### config.mk
export PLATFORM = sky130hd
export DESIGN_NAME = dpram_fifo_ctrl
export DESIGN_NICKNAME = d
export VERILOG_FILES = /design/src/rtl/dpram_fifo_ctrl.sv
export SDC_FILE = /design/constraint.sdc
export NUM_CORES = 1
export LEC_CHECK = 0
export ABC_CLOCK_PERIOD_IN_PS = 4400
export CAP_MARGIN = 25
export CELL_PAD_IN_SITES_DETAIL_PLACEMENT = 1
export CELL_PAD_IN_SITES_GLOBAL_PLACEMENT = 1
export CORE_MARGIN = 3
export CORE_UTILIZATION = 40
export CTS_CLUSTER_DIAMETER = 120
export DETAILED_ROUTE_END_ITERATION = 16
export GPL_ROUTABILITY_DRIVEN = 0
export PLACE_DENSITY = 0.61
export SYNTH_ARGS = -nofsm -noshare
export SYNTH_HDL_FRONTEND = slang
export SYNTH_SLANG_ARGS = --single-unit
### constraint.sdc
create_clock -name clk -period 4.4 [get_ports clk]
set_clock_uncertainty 0.2 [all_clocks]
set_input_delay 0.88 -clock clk [delete_from_list [all_inputs] [get_ports clk]]
set_output_delay 0.88 -clock clk [all_outputs]
set_load 0.05 [all_outputs]
### src/rtl/dpram_fifo_ctrl.sv
// First-word-fall-through FIFO controller around a dual-port RAM.
// Used as the refill/writeback buffer between cache core and memory bus.

module dpram #(
    parameter int DATABITS = 8,
    parameter int ADDRBITS = 5
) (
    input  logic                clk,
    input  logic                we,
    input  logic [ADDRBITS-1:0] wraddr,
    input  logic [DATABITS-1:0] d,
    input  logic [ADDRBITS-1:0] rdaddr,
    output logic [DATABITS-1:0] q
);

    logic [DATABITS-1:0] mem [0:(2**ADDRBITS)-1];

    // Synchronous write port; contents are never reset
    always_ff @(posedge clk) begin
        if (we)
            mem[wraddr] <= d;
    end

    assign q = mem[rdaddr];

endmodule

module dpram_fifo_ctrl #(
    parameter int DATABITS = 8,
    parameter int ADDRBITS = 5,
    parameter int AFULL    = (2**ADDRBITS) - 2
) (
    input  logic                clk,
    input  logic                reset,
    input  logic                flush,
    input  logic                in_valid,
    output logic                in_ready,
    input  logic [DATABITS-1:0] in_data,
    output logic                out_valid,
    input  logic                out_ready,
    output logic [DATABITS-1:0] out_data,
    output logic [ADDRBITS:0]   level,
    output logic                almost_full,
    output logic [ADDRBITS:0]   high_water
);

    localparam int DEPTH = 2**ADDRBITS;
    localparam logic [ADDRBITS:0] DEPTH_L = (ADDRBITS+1)'(DEPTH);
    localparam logic [ADDRBITS:0] AFULL_L = (ADDRBITS+1)'(AFULL);

    logic [ADDRBITS-1:0] wrptr;
    logic [ADDRBITS-1:0] rdptr;
    logic [ADDRBITS:0]   level_n;
    logic                push;
    logic                pop;
    logic                we;

    // Flags come from registered level only, so no out_ready->in_ready path
    assign in_ready    = (level != DEPTH_L);
    assign out_valid   = (level != '0);
    assign almost_full = (level >= AFULL_L);

    assign push = in_valid & in_ready;
    assign pop  = out_valid & out_ready;
    assign we   = push & ~flush;

    dpram #(
        .DATABITS (DATABITS),
        .ADDRBITS (ADDRBITS)
    ) u_ram (
        .clk    (clk),
        .we     (we),
        .wraddr (wrptr),
        .d      (in_data),
        .rdaddr (rdptr),
        .q      (out_data)
    );

    // Occupancy after this edge, ignoring flush
    always_comb begin
        level_n = level;
        if (push && !pop)
            level_n = level + 1'b1;
        else if (pop && !push)
            level_n = level - 1'b1;
    end

    // Pointer, level and high-water state; flush beats push/pop
    always_ff @(posedge clk or posedge reset) begin
        if (reset) begin
            wrptr      <= '0;
            rdptr      <= '0;
            level      <= '0;
            high_water <= '0;
        end else if (flush) begin
            wrptr      <= '0;
            rdptr      <= '0;
            level      <= '0;
            high_water <= '0;
        end else begin
            if (push)
                wrptr <= wrptr + 1'b1;
            if (pop)
                rdptr <= rdptr + 1'b1;
            level <= level_n;
            if (level_n > high_water)
                high_water <= level_n;
        end
    end

endmodule

* Word level (Yosys, flattened, before mapping)
Memory sizes are Yosys's and may differ from the RTL's.
Index checks and enable logic that the tools add are counted.
Widths: inputs -> output; s select.
** Operators by class
- $add $sub $neg :: 4
- Magnitude comparators :: 2
- Equal/unequal tests :: 1
- Multiplexer cells :: 11
- Bitwise operators :: 4
- Reduce and logical (&&, ||, !) cells :: 8
** Operators with widths (number)
- $mux 6 :: 5
- $mux 5 :: 4
- $add 5x1->5 const B :: 2
- $add 6x1->6 const B :: 1
- $ge 6x5->1 const B :: 1
- $gt 6x6->1 :: 1
- $ne 6x6->1 const B :: 1
- $reduce_bool 2->1 :: 3
- $reduce_bool 6->1 :: 1
- $sub 6x1->6 const B :: 1
- $and 1x1->1 :: 3
- $logic_and 1x1->1 :: 2
- $logic_not 1->1 :: 2
- $mux 1 :: 2
- $not 1->1 :: 1
** Word-level totals
- Register bits :: 22
- Memory bits (writable) :: 256
- Output and inout port bits :: 23
- Word-level logic and storage cells :: 35
- Memories kept :: 1
** Memories
- u_ram.mem :: depth 32, width 8, read ports 1, clocked after memory_dff 0, wr ports 1, RTL line 16 : logic [DATABITS-1:0] mem [0:(2**ADDRBITS)-1];

* Longest topological paths before layout
- Word-level depth :: 9
- Depth in mapped cells :: 14
- Depth with buffers taken out :: 13

* Hierarchy
Synthesis repeated with hierarchy kept, for this count alone.
** Unflattened totals
- Cells, all modules :: 568
- Area, all modules :: 11368.4 µm²
** By module, submodules not included
- dpram :: times used 1, cells an instance 409, area each 9893.2 µm², sequential area each 7687.4 µm²
- dpram_fifo_ctrl :: times used 1, cells an instance 159, area each 1475.2 µm², sequential area each 550.5 µm²

* Worst setup path before layout
OpenSTA, ideal clock, no wires.
- Path kind :: register to register
- From :: register level[1]
- To :: register high_water[5]
- Data arrival time :: 3.733 ns
- Required time :: 4.113 ns
- Setup slack :: 0.380 ns
- Cell stages (with the launch flop) :: 14
- Period minus slack after synthesis :: 4.020 ns
- Cells stage by stage :: dfrtp_1 > inv_1 > ha_1 > nor4b_2 > nand2_1 > a32oi_1 > xor2_1 > inv_1 > ha_1 > nand4_1 > o21bai_1 > and3_1 > or4_1 > o211ai_1
** On the way
- Longest elaborated chain between the ends :: 8
** Ends and longest elaborated chain
- start: declaration :: RTL line 42 : output logic [ADDRBITS:0] level,
- start signal: assignment :: RTL line 105 : level <= level_n;
- $ne 6x6->1 (*) :: RTL line 59 : assign in_ready = (level != DEPTH_L);
- via in_ready :: RTL line 37 : output logic in_ready,
- $and 1x1->1 (*) :: RTL line 63 : assign push = in_valid & in_ready;
- $logic_not 1->1 :: RTL line 84 : else if (pop && !push)
- $logic_and 1x1->1 :: RTL line 84
- $mux 6 :: RTL line 84
- $mux 6 (*) :: RTL line 82 : if (push && !pop)
- $gt 6x6->1 or $mux 6 (tied branches) :: RTL line 106 : if (level_n > high_water)
- $reduce_bool 2->1 (no line) or $mux 6 (tied branches)
- end signal: assignment :: RTL line 107 : high_water <= level_n;
- end: declaration :: RTL line 44 : output logic [ADDRBITS:0] high_water
The timed path passes the listed nets; every way through them passes the cells marked *. The select of a mux whose other input is x is not followed.
A chain may end at the register's enable or synchronous reset.

* Final worst setup path
- From :: register rdptr[0]
- To :: output port out_data[5]
** On the way
- Longest elaborated chain between the ends :: 1
** Ends and longest elaborated chain
- start: declaration :: RTL line 52 : logic [ADDRBITS-1:0] rdptr;
- start signal: assignment :: RTL line 104 : rdptr <= rdptr + 1'b1;
- $mem_v2 32x8
- end: declaration :: RTL line 41 : output logic [DATABITS-1:0] out_data,
Every way passes these cells.

==> out/qor.yml <==
status: "finished clean"
r2r_start: "level[1]"
drt_iter0_markers: 480
critical_path_peak_fanout: 34
reg2regPathDepth: 12
syn_avg_cell_area_um2: 19.5
vias_per_cell: 5.42
grt_usage_pct: 17.4
pin_count: 36
hold_viol_final: 0
cts_htree_levels: 1
worstPathArrival_ns: 2.94
yosysTopAreaCell: "edfxtp_1"
vias: 5813
worst_setup_path_end_kind: "output port"
drv_slew: 0
cp.required_ns: 3.32
synth_edf_count: 256
synth_flop_cell: "edfxtp_1"
drc: 0
firstDrtPassIters: 4
yosysWarnings: 0
drive_gt1_share_pct: 28.3
cap_violations: 0
fin_ws_ns: 0.385
fin_tns_setup_ns: 0
worstSetupStartpoint: "rdptr[0]"
rsz0062_at_grt: "false"
clock-sinks: 278
ys_types: 48
finalCritPeriodShare_pct: 91.3
worstReg2RegEnd: "high_water[5]"
ir_worst_vdd_mv: 0.422
cts_root_buf: "clkbuf_16"
syn-num-nets: 612
routed_wl_um: 26000
setup_violations: 0
relSlewSlack_pct: 41.6
tightest_slew_ns: 0.877
io_buffers: 35
antenna_found_initial: 0
cp-start-kind: "flip-flop"
die_h_um: 175
cts_tree: "built"
syn_to_final_growth_pct: 18.1
synth_top_area_share_pct: 67.4
dieArea_um2: 30600
syn_inst: 584
crit_type: "flip-flop to output port"
p_per_area_nw_per_um2: 579
yosysSeqAreaShare_pct: 72.3
regToRegSetupSlack_ns: 0.41
grt_pass1_wl_um: 39700
core_area_um2: 27900
syn_area_um2: 11400
clock_latency_ns: 0.54
initial_core_util_pct: 40.8
pre_cts_ws_ns: 0.209
clock_tree.buffer_depth: 3
leakage_nw: 4.36
async_reset_ff_share_pct: 7.91
crit_path_end: "out_data[5]"
n_antenna_cell: 0
cts_made_buffers: 29
final_core_util_pct: 48.2
cts_resized: 0
fmax_mhz: 249
grt_pass1_vias: 6227
hpwl_um: 16700
hold_class: "primary input to asynchronous set/reset pin"
overflow: 0
post_cts_buffers: 0
postRouteAntennaNets: 0
period_needed_ns: 4.02
wl_per_cell_um: 24.3
num_rows: 61
path_clk_slew_ns: 0.06
synth.area.top_cells: "edfxtp_1 67%, mux4_2 16%, dfrtp_1 4.8%, nor2_1 1.8%, ha_1 1.6%"
ys_ff_latch: 278
cts-hold-fix-buffers: 0
grt_start_max_net_pins: 54
nNetsFinal: 700
die-width_um: 175
==> synthesized netlist by cell type (all sizes together) (2+ instances only) <==
| library cell | count |
|---|---|
| edfxtp | 256 |
| mux4 | 80 |
| nor2 | 55 |
| dfrtp | 22 |
| inv | 17 |
| clkbuf | 16 |
| nand2 | 16 |
| ha | 15 |
| buf | 14 |
| mux2 | 9 |
| o21ai | 9 |
| a21oi | 7 |
| xor2 | 6 |
| o22ai | 5 |
| nand3b | 4 |
| nand4 | 4 |
| nor2b | 4 |
| xnor2 | 4 |
| and3 | 3 |
| nand2b | 3 |
| a211oi | 2 |
| a31oi | 2 |
| and4 | 2 |
| mux2i | 2 |
| nand3 | 2 |
| nor3 | 2 |
| nor4 | 2 |
| o211ai | 2 |
| or3 | 2 |
| or3b | 2 |
==> how the worst min path moves through the flow <==
| stage | end | cells after the start | slack [ns] | start |
|---|---|---|---|---|
| 2_1_floorplan | wrptr[1] | 2 | 0.36 | wrptr[1] |
| 3_3_place_gp | high_water[1] | 2 | 0.38 | high_water[1] |
| 3_5_place_dp | high_water[0] | 2 | 0.39 | high_water[0] |
| 4_1_cts | high_water[0] | 2 | 0.40 | high_water[0] |
| 5_1_grt | high_water[3] | 2 | 0.33 | reset |
| 6_report | high_water[3] | 2 | 0.35 | reset |
==> report_power, final <==
part           switching [W]  total [W]  internal (W)
clock               0.000982    0.00231       0.00133
combinational        0.00137    0.00243       0.00106
sequential         0.0000958    0.00305       0.00296
==> through the flow <==
| step | instance area, um^2 | cells | hold WS, ns | total power [W] |
|---|---|---|---|---|
| after floorplan | 11400 | 584 | 0.356 | 0.00478 |
| after detailed placement | 12500 | 1018 | 0.393 | 0.00556 |
| after CTS | 13400 | 1072 | 0.403 | 0.00789 |
| after global placement | 12500 | 1015 | 0.381 | 0.00551 |
| after global routing | 13500 | 1073 | 0.334 | 0.00817 |
| final | 13500 | 1073 | 0.347 | 0.00779 |
==> layout make-up <==
cell class / instances / area, um^2
tap: 378 / 473
fill: 2615 / 14500
multi-input combinational: 259 / 2960
sequential: 278 / 8240
timing repair buffer: 87 / 813
inverter: 17 / 63.8
clock inverter: 15 / 114
clock buffer: 39 / 793
==> kinds of logic after synthesis <==
family	Yosys count	share of synthesized area (%)
AND/OR/NAND/NOR	105	4.45
buffers and inverters	47	1.76
adder cells (fa/ha/maj)	15	1.65
flip-flops	278	72.3
multiplexers	91	16.9
AO/OA/AOI/OAI	38	2.25
XOR/XNOR	10	0.768
==> registers in the layout, indices dropped and copies added (netlist names) <==
name,flops
u_ram.mem,256
high_water,6
level,6
wrptr,5
rdptr,5
==> routing by layer <==
metal | vias to the layer above | track usage (%) | part of all wire (%)
met3 | 28 | 2.41 | 4.9
met4 | 0 | 3.79 | 1.6
met5 | - | 0 | 0
met1 | 3105 | 25.6 | 45
met2 | 145 | 28.0 | 49
li1 | 2535 | - | -
==> critical path, cell delays in order, from the launching register on <==
cell	delay [ns]
dfrtp_4	0.44
buf_12	0.28
mux4_2	0.59
mux4_2	0.54
mux2_2	0.30
buf_4	0.19
==> cell usage in the layout, fill, tap and decap left out, drive strengths merged, types with 2 or more instances in the layout <==
master / synthesis / layout
clkinvlp: 0 / 3
nor4: 2 / 2
o211ai: 2 / 2
dfrtp: 22 / 22
and3: 3 / 3
and4: 2 / 2
nand3b: 4 / 4
nand3: 2 / 2
nor2b: 4 / 4
or3b: 2 / 2
inv: 17 / 19
edfxtp: 256 / 256
ha: 15 / 15
a31oi: 2 / 2
clkdlybuf4s50: 0 / 27
a211oi: 2 / 2
mux2: 9 / 9
a21oi: 7 / 7
nor2: 55 / 55
clkinv: 0 / 9
mux4: 80 / 80
nand2: 16 / 16
buf: 14 / 60
nand4: 4 / 4
o22ai: 5 / 5
xnor2: 4 / 4
mux2i: 2 / 2
or3: 2 / 2
xor2: 6 / 6
nor3: 2 / 2
nand2b: 3 / 3
o21ai: 9 / 9
clkbuf: 16 / 39
Note: power is estimated with default switching activity, not from simulation.
